**config.mk**
```make
export PLATFORM = sky130hd
export DESIGN_NAME = axi_burst_addr_seq_flat
export DESIGN_NICKNAME = d
export VERILOG_FILES = /design/src/rtl/axi_burst_addr_seq_if.sv /design/src/rtl/axi_burst_addr_seq.sv /design/src/flat_wrapper.sv
export SDC_FILE = /design/constraint.sdc
export NUM_CORES = 1
export LEC_CHECK = 0
export CORE_MARGIN = 2
export CORE_UTILIZATION = 56
export CTS_CLUSTER_SIZE = 25
export DETAILED_ROUTE_END_ITERATION = 8
export GPL_TIMING_DRIVEN = 0
export PLACE_DENSITY = 0.82
export SYNTH_ARGS = -nofsm -noshare
export SYNTH_HDL_FRONTEND = slang
export SYNTH_SLANG_ARGS = --single-unit
```
**constraint.sdc**
```tcl
create_clock -name aclk -period 6.8 [get_ports aclk]
set_input_delay 1.36 -clock aclk [delete_from_list [all_inputs] [get_ports aclk]]
set_output_delay 1.36 -clock aclk [all_outputs]
set_load 0.05 [all_outputs]
```
**src/rtl/axi_burst_addr_seq_if.sv**
```systemverilog
// Command and beat channels of the burst address sequencer.
// The slave modport is the sequencer's view; master is the view of whoever drives commands and takes beats.
interface axi_burst_addr_seq_if #(
  parameter int AW  = 32,
  parameter int IDW = 4,
  parameter int LEN = 8
);
  logic           i_cmd_valid;
  logic           o_cmd_ready;
  logic [AW-1:0]  i_cmd_addr;
  logic [LEN-1:0] i_cmd_len;
  logic [2:0]     i_cmd_size;
  logic [1:0]     i_cmd_burst;
  logic [IDW-1:0] i_cmd_id;
  logic           o_beat_valid;
  logic           i_beat_ready;
  logic [AW-1:0]  o_beat_addr;
  logic [IDW-1:0] o_beat_id;
  logic [LEN-1:0] o_beat_idx;
  logic           o_beat_last;
  logic           o_busy;
  logic           o_err_wrap;

  modport slave (
    input  i_cmd_valid, i_cmd_addr, i_cmd_len, i_cmd_size, i_cmd_burst, i_cmd_id,
    input  i_beat_ready,
    output o_cmd_ready, o_beat_valid, o_beat_addr, o_beat_id, o_beat_idx,
    output o_beat_last, o_busy, o_err_wrap
  );

  modport master (
    output i_cmd_valid, i_cmd_addr, i_cmd_len, i_cmd_size, i_cmd_burst, i_cmd_id,
    output i_beat_ready,
    input  o_cmd_ready, o_beat_valid, o_beat_addr, o_beat_id, o_beat_idx,
    input  o_beat_last, o_busy, o_err_wrap
  );
endinterface

```
**src/rtl/axi_burst_addr_seq.sv**
```systemverilog
// Expands one AXI address command into per-beat addresses (FIXED/INCR/WRAP),
// with a lookahead command accept on the last beat so bursts run back to back.
module axi_burst_addr_seq #(
  parameter int AW  = 32,
  parameter int IDW = 4,
  parameter int LEN = 8,
  parameter int ODW = 32
) (
  input  logic                 aclk,
  input  logic                 aresetn,
  axi_burst_addr_seq_if.slave  bus
);

  localparam int ODWBYTES = ODW / 8;
  localparam logic [1:0] BURST_FIXED = 2'b00;
  localparam logic [1:0] BURST_INCR  = 2'b01;
  localparam logic [1:0] BURST_WRAP  = 2'b10;

  typedef enum logic {IDLE, BURST} state_t;

  state_t         r_state;
  state_t         w_state_nxt;
  logic [AW-1:0]  r_addr;
  logic [LEN-1:0] r_idx;
  logic [LEN-1:0] r_len;
  logic [2:0]     r_size;
  logic [1:0]     r_burst;
  logic [IDW-1:0] r_id;
  logic           r_err;

  logic           w_cmd_ready;
  logic           w_beat_valid;
  logic           w_last;
  logic           w_accept;
  logic           w_wrap_len_ok;
  logic           w_illegal;
  logic [1:0]     w_burst_eff;
  logic [AW-1:0]  w_incr;
  logic [AW-1:0]  w_wrap_mask;
  logic [AW-1:0]  w_next_addr;

  assign w_last   = (r_state == BURST) && (r_idx == r_len);
  assign w_accept = bus.i_cmd_valid && w_cmd_ready;

  assign w_wrap_len_ok = (bus.i_cmd_len == LEN'(1)) || (bus.i_cmd_len == LEN'(3)) ||
                         (bus.i_cmd_len == LEN'(7)) || (bus.i_cmd_len == LEN'(15));
  assign w_illegal   = (bus.i_cmd_burst == 2'b11) ||
                       ((bus.i_cmd_burst == BURST_WRAP) && !w_wrap_len_ok);
  assign w_burst_eff = w_illegal ? BURST_INCR : bus.i_cmd_burst;

  // Next-address arithmetic uses registered command state only.
  always_comb begin
    w_incr = AW'(1) << r_size;
    if (w_incr > AW'(ODWBYTES)) begin
      w_incr = AW'(ODWBYTES);
    end
    w_wrap_mask = ((AW'(r_len) + AW'(1)) * w_incr) - AW'(1);
    case (r_burst)
      BURST_FIXED: w_next_addr = r_addr;
      BURST_WRAP:  w_next_addr = (r_addr & ~w_wrap_mask) | ((r_addr + w_incr) & w_wrap_mask);
      default:     w_next_addr = (r_addr + w_incr) & ~(w_incr - AW'(1));
    endcase
  end

  always_ff @(posedge aclk or negedge aresetn) begin
    if (!aresetn) begin
      r_state <= IDLE;
    end else begin
      r_state <= w_state_nxt;
    end
  end

  always_comb begin
    w_state_nxt  = r_state;
    w_cmd_ready  = 1'b0;
    w_beat_valid = 1'b0;
    case (r_state)
      IDLE: begin
        w_cmd_ready = 1'b1;
        if (bus.i_cmd_valid) begin
          w_state_nxt = BURST;
        end
      end
      BURST: begin
        w_beat_valid = 1'b1;
        w_cmd_ready  = w_last && bus.i_beat_ready;
        if (w_last && bus.i_beat_ready && !bus.i_cmd_valid) begin
          w_state_nxt = IDLE;
        end
      end
      default: w_state_nxt = IDLE;
    endcase
  end

  // A new command wins over beat advance; this is what gives the zero-bubble handover.
  always_ff @(posedge aclk or negedge aresetn) begin
    if (!aresetn) begin
      r_addr  <= '0;
      r_idx   <= '0;
      r_len   <= '0;
      r_size  <= '0;
      r_burst <= '0;
      r_id    <= '0;
      r_err   <= 1'b0;
    end else begin
      r_err <= w_accept && w_illegal;
      if (w_accept) begin
        r_addr  <= bus.i_cmd_addr;
        r_idx   <= '0;
        r_len   <= bus.i_cmd_len;
        r_size  <= bus.i_cmd_size;
        r_burst <= w_burst_eff;
        r_id    <= bus.i_cmd_id;
      end else if (w_beat_valid && bus.i_beat_ready && !w_last) begin
        r_addr <= w_next_addr;
        r_idx  <= r_idx + LEN'(1);
      end
    end
  end

  assign bus.o_cmd_ready  = w_cmd_ready;
  assign bus.o_beat_valid = w_beat_valid;
  assign bus.o_beat_addr  = r_addr;
  assign bus.o_beat_id    = r_id;
  assign bus.o_beat_idx   = r_idx;
  assign bus.o_beat_last  = w_last;
  assign bus.o_busy       = (r_state == BURST);
  assign bus.o_err_wrap   = r_err;

endmodule

```
**src/flat_wrapper.sv**
```systemverilog
// flat-port wrapper written by rule: the top's interface ports become plain ports
module axi_burst_addr_seq_flat 
#(
  parameter int AW  = 32,
  parameter int IDW = 4,
  parameter int LEN = 8,
  parameter int ODW = 32
)
  (aclk, aresetn, bus_i_cmd_valid, bus_i_cmd_addr, bus_i_cmd_len, bus_i_cmd_size, bus_i_cmd_burst, bus_i_cmd_id, bus_i_beat_ready, bus_o_cmd_ready, bus_o_beat_valid, bus_o_beat_addr, bus_o_beat_id, bus_o_beat_idx, bus_o_beat_last, bus_o_busy, bus_o_err_wrap);
  axi_burst_addr_seq_if #(.AW(AW), .IDW(IDW), .LEN(LEN)) bus_i ();
  input  logic aclk;
  input  logic aresetn;
  input wire logic [$bits(bus_i.i_cmd_valid)-1:0] bus_i_cmd_valid;
  input wire logic [$bits(bus_i.i_cmd_addr)-1:0] bus_i_cmd_addr;
  input wire logic [$bits(bus_i.i_cmd_len)-1:0] bus_i_cmd_len;
  input wire logic [$bits(bus_i.i_cmd_size)-1:0] bus_i_cmd_size;
  input wire logic [$bits(bus_i.i_cmd_burst)-1:0] bus_i_cmd_burst;
  input wire logic [$bits(bus_i.i_cmd_id)-1:0] bus_i_cmd_id;
  input wire logic [$bits(bus_i.i_beat_ready)-1:0] bus_i_beat_ready;
  output wire logic [$bits(bus_i.o_cmd_ready)-1:0] bus_o_cmd_ready;
  output wire logic [$bits(bus_i.o_beat_valid)-1:0] bus_o_beat_valid;
  output wire logic [$bits(bus_i.o_beat_addr)-1:0] bus_o_beat_addr;
  output wire logic [$bits(bus_i.o_beat_id)-1:0] bus_o_beat_id;
  output wire logic [$bits(bus_i.o_beat_idx)-1:0] bus_o_beat_idx;
  output wire logic [$bits(bus_i.o_beat_last)-1:0] bus_o_beat_last;
  output wire logic [$bits(bus_i.o_busy)-1:0] bus_o_busy;
  output wire logic [$bits(bus_i.o_err_wrap)-1:0] bus_o_err_wrap;
  assign bus_i.i_cmd_valid = bus_i_cmd_valid;
  assign bus_i.i_cmd_addr = bus_i_cmd_addr;
  assign bus_i.i_cmd_len = bus_i_cmd_len;
  assign bus_i.i_cmd_size = bus_i_cmd_size;
  assign bus_i.i_cmd_burst = bus_i_cmd_burst;
  assign bus_i.i_cmd_id = bus_i_cmd_id;
  assign bus_i.i_beat_ready = bus_i_beat_ready;
  assign bus_o_cmd_ready = bus_i.o_cmd_ready;
  assign bus_o_beat_valid = bus_i.o_beat_valid;
  assign bus_o_beat_addr = bus_i.o_beat_addr;
  assign bus_o_beat_id = bus_i.o_beat_id;
  assign bus_o_beat_idx = bus_i.o_beat_idx;
  assign bus_o_beat_last = bus_i.o_beat_last;
  assign bus_o_busy = bus_i.o_busy;
  assign bus_o_err_wrap = bus_i.o_err_wrap;
  axi_burst_addr_seq #(.AW(AW), .IDW(IDW), .LEN(LEN), .ODW(ODW)) u_core (.aclk(aclk), .aresetn(aresetn), .bus(bus_i));
endmodule
```
==> impl_metrics.tcl <==
set metrics [dict create \
    yosys_most_used_dff "dfrtp_1" \
    required_ps 7020 \
    fin_nets 1144 \
    wl_per_cell_um 16.4 \
    fin_tns_setup_ps 0 \
    wirelength_um 18800 \
    synth-edff-count 0 \
    synth_area_per_cell_um2 8.62 \
    syn2layout_area_growth_pct 25.3 \
    cts-buffers-inserted 9 \
    synth.distinct_cells 70 \
    setup_viol 0 \
    grt_overflow_total 0 \
    clk_path_buf_depth 2 \
    antenna_found_initial 0 \
    endpoint_kind "register" \
    track_usage 0.292 \
    outcome "finished, final reports clean" \
    cts_max_level 3 \
    skew_ps 9.44 \
    drive_gt1_frac 0.0596 \
    hold_path_class "register to register" \
    max_cap_viol_count 0 \
    netlist_area_um2 6920 \
    dieArea_um2 13300 \
    worst-r2r-setup-slack_ps 400 \
    postCtsHoldBufs 0 \
    path_class "register to register" \
    cts_resized 0 \
    cpMostUsedCell "fa_1" \
    ant_nets 0 \
    core_area_um2 12100 \
    vias_per_cell 5.62 \
    rows 40 \
    fin_crit_sh 0.941 \
    ys_ff_latch 59 \
    slew_violations 0 \
    crit_chain "nor2_2 -> inv_2 -> nor2_1 -> nand2_1 -> fa_1 -> inv_1 -> fa_1 -> fa_1 -> inv_1 -> fa_1 -> inv_1 -> ha_1 -> a21o_1 -> a31oi_1 -> o22ai_1 -> o31a_1 -> nor3_1 -> nor2_1 -> a221o_1" \
    postCtsSetupBuffers 0 \
    cp-start-kind "register" \
    antenna_cells 0 \
    grt_pass1_vias 6098 \
    gp_congestion 0.906 \
    arrival_ps 6620 \
    path_max_fanout 10 \
    relSlewSlack 0.489 \
    cts-root-buf "clkbuf_16" \
    drt_first_pass_iters 5 \
    postSynthCellCount 803 \
    clock_sinks 59 \
    clkTransAtPathRegs_ps 60 \
    max_freq_mhz 156 \
    cts_tree "yes" \
    rsz0062_at_grt "no" \
    ys_warn_count 0 \
    grt_pass1_wl_um 30200 \
    die_height_um 115 \
    via_count 6414 \
    hpwl_um 14800 \
    ys_async_sr_fraction 1.00 \
    grt_max_degree 38 \
    crit_family "adder cells" \
    hold_viol_final 0 \
    seq_area_frac_synth 0.213 \
    drt_iter0_drc 601 \
    worstMarginPinSlew_ps 764 \
    io_buffers 101 \
    dpl.cell_count 1125 \
    n_fill_cell 970 \
    layout_commonest_cell "nand2_1" \
    finalNonFillerCells 1141 \
    ios 102 \
    post-route-drc-count 0 \
    crit_path_max_incr_delay_ps 630 \
    clk_latency_ps 340 \
    min_period_ps 6400 \
    worst-path-buf-inv 4 \
    slowest_stage "fa_1" \
    initial_core_util 0.574 \
    final_cell_mix "115 x nand2_1, 100 x clkdlybuf4s50_1, 76 x ha_1, 72 x inv_1, 59 x dfrtp_1" \
    die_w_um 115 \
]
==> cell type report <==
| class | count | area (µm²) | share of cell area |
|---|---|---|---|
| buffer | 33 | 170 | 0.0196 |
| inverter | 74 | 278 | 0.0320 |
| sequential | 59 | 1480 | 0.170 |
| clock inverter | 4 | 47.5 | 0.00548 |
| clock buffer | 12 | 267 | 0.0307 |
| tap | 168 | 210 | 0.0242 |
| timing repair buffer | 102 | 1030 | 0.118 |
| multi-input combinational | 689 | 5190 | 0.599 |
==> stage by stage <==
step / instance area (µm²) / setup slack (ps) / hold slack [ps] / utilization
floorplan: 7120 / 1160 / 446 / -
global placement: 8340 / 308 / 458 / 0.691
detailed placement: 8350 / 188 / 466 / 0.693
CTS: 8670 / 153 / 477 / 0.719
global route: 8670 / 23.1 / 487 / 0.719
finish: 8670 / 400 / 475 / 0.719
==> layer usage <==
layer | routed length, µm | vias to the layer above | GRT usage
li1 | - | 3062 | -
met1 | 8140 | 3029 | 0.399
met2 | 8680 | 279 | 0.469
met3 | 1480 | 44 | 0.0575
met4 | 470 | 0 | 0.0940
met5 | 0 | - | 0
==> synth_stat cells, drive strengths merged, types with 5 or more instances <==
library cell | count | share of area
nor2 | 54 | 0.029
a21o | 15 | 0.016
mux2i | 6 | 0.0087
nand2b | 7 | 0.0074
inv | 74 | 0.040
buf | 20 | 0.018
nor3 | 12 | 0.0087
nor4 | 6 | 0.0072
o2111ai | 5 | 0.0063
fa | 47 | 0.14
xor2 | 29 | 0.037
nor2b | 6 | 0.0054
and3 | 18 | 0.016
a21oi | 46 | 0.034
a2111oi | 6 | 0.010
clkbuf | 13 | 0.0071
and2 | 14 | 0.013
nand4 | 11 | 0.012
nand2 | 115 | 0.062
o21a | 6 | 0.0065
or3 | 6 | 0.0054
a31oi | 8 | 0.0081
xnor2 | 19 | 0.024
o21ai | 23 | 0.017
o211ai | 13 | 0.014
ha | 76 | 0.14
a211o | 5 | 0.0063
a211oi | 7 | 0.0083
dfrtp | 59 | 0.21
nand3 | 24 | 0.017
==> worst register-to-register path: stages (launching register included) <==
cell,delay [ps]
dfrtp_1,380
nor2_2,380
inv_2,180
nor2_1,580
nand2_1,200
fa_1,630
inv_1,80
fa_1,500
fa_1,550
inv_1,50
fa_1,530
inv_1,40
ha_1,360
a21o_1,240
a31oi_1,190
o22ai_1,160
o31a_1,400
nor3_1,420
nor2_1,110
a221o_1,300
==> final timing paths <==
check | start | endpoint | depth (start not counted)
hold / removal | u_core.bus.o_beat_id[1]$_DFFE_PN0P_ | u_core.bus.o_beat_id[1]$_DFFE_PN0P_ | 2
min in group asynchronous | aresetn | asynchronous set/reset pin | 1
setup / recovery | u_core.r_size[1]$_DFFE_PN0P_ | register | 19
max in group asynchronous | aresetn | u_core.r_size[1]$_DFFE_PN0P_ | 2
hold reg to reg | u_core.bus.o_beat_id[1]$_DFFE_PN0P_ | u_core.bus.o_beat_id[1]$_DFFE_PN0P_ | 2
setup reg to reg | u_core.r_size[1]$_DFFE_PN0P_ | register | 19
==> cell families after synthesis <==
family                     count (synthesis)  share of synthesized area
AOI/OAI and AO/OA                        167                      0.172
xor gates and xnor gates                  48                     0.0607
adders and majority gates                123                      0.273
buffers and inverters                    107                     0.0647
DFF                                       59                      0.213
muxes                                      8                     0.0119
other                                      2                    0.00109
and+or+nand+nor                          289                      0.203
Power is left out: the tool's default activity adds up to more than one toggle a clock period on the data nets, which glitch-free logic cannot reach.
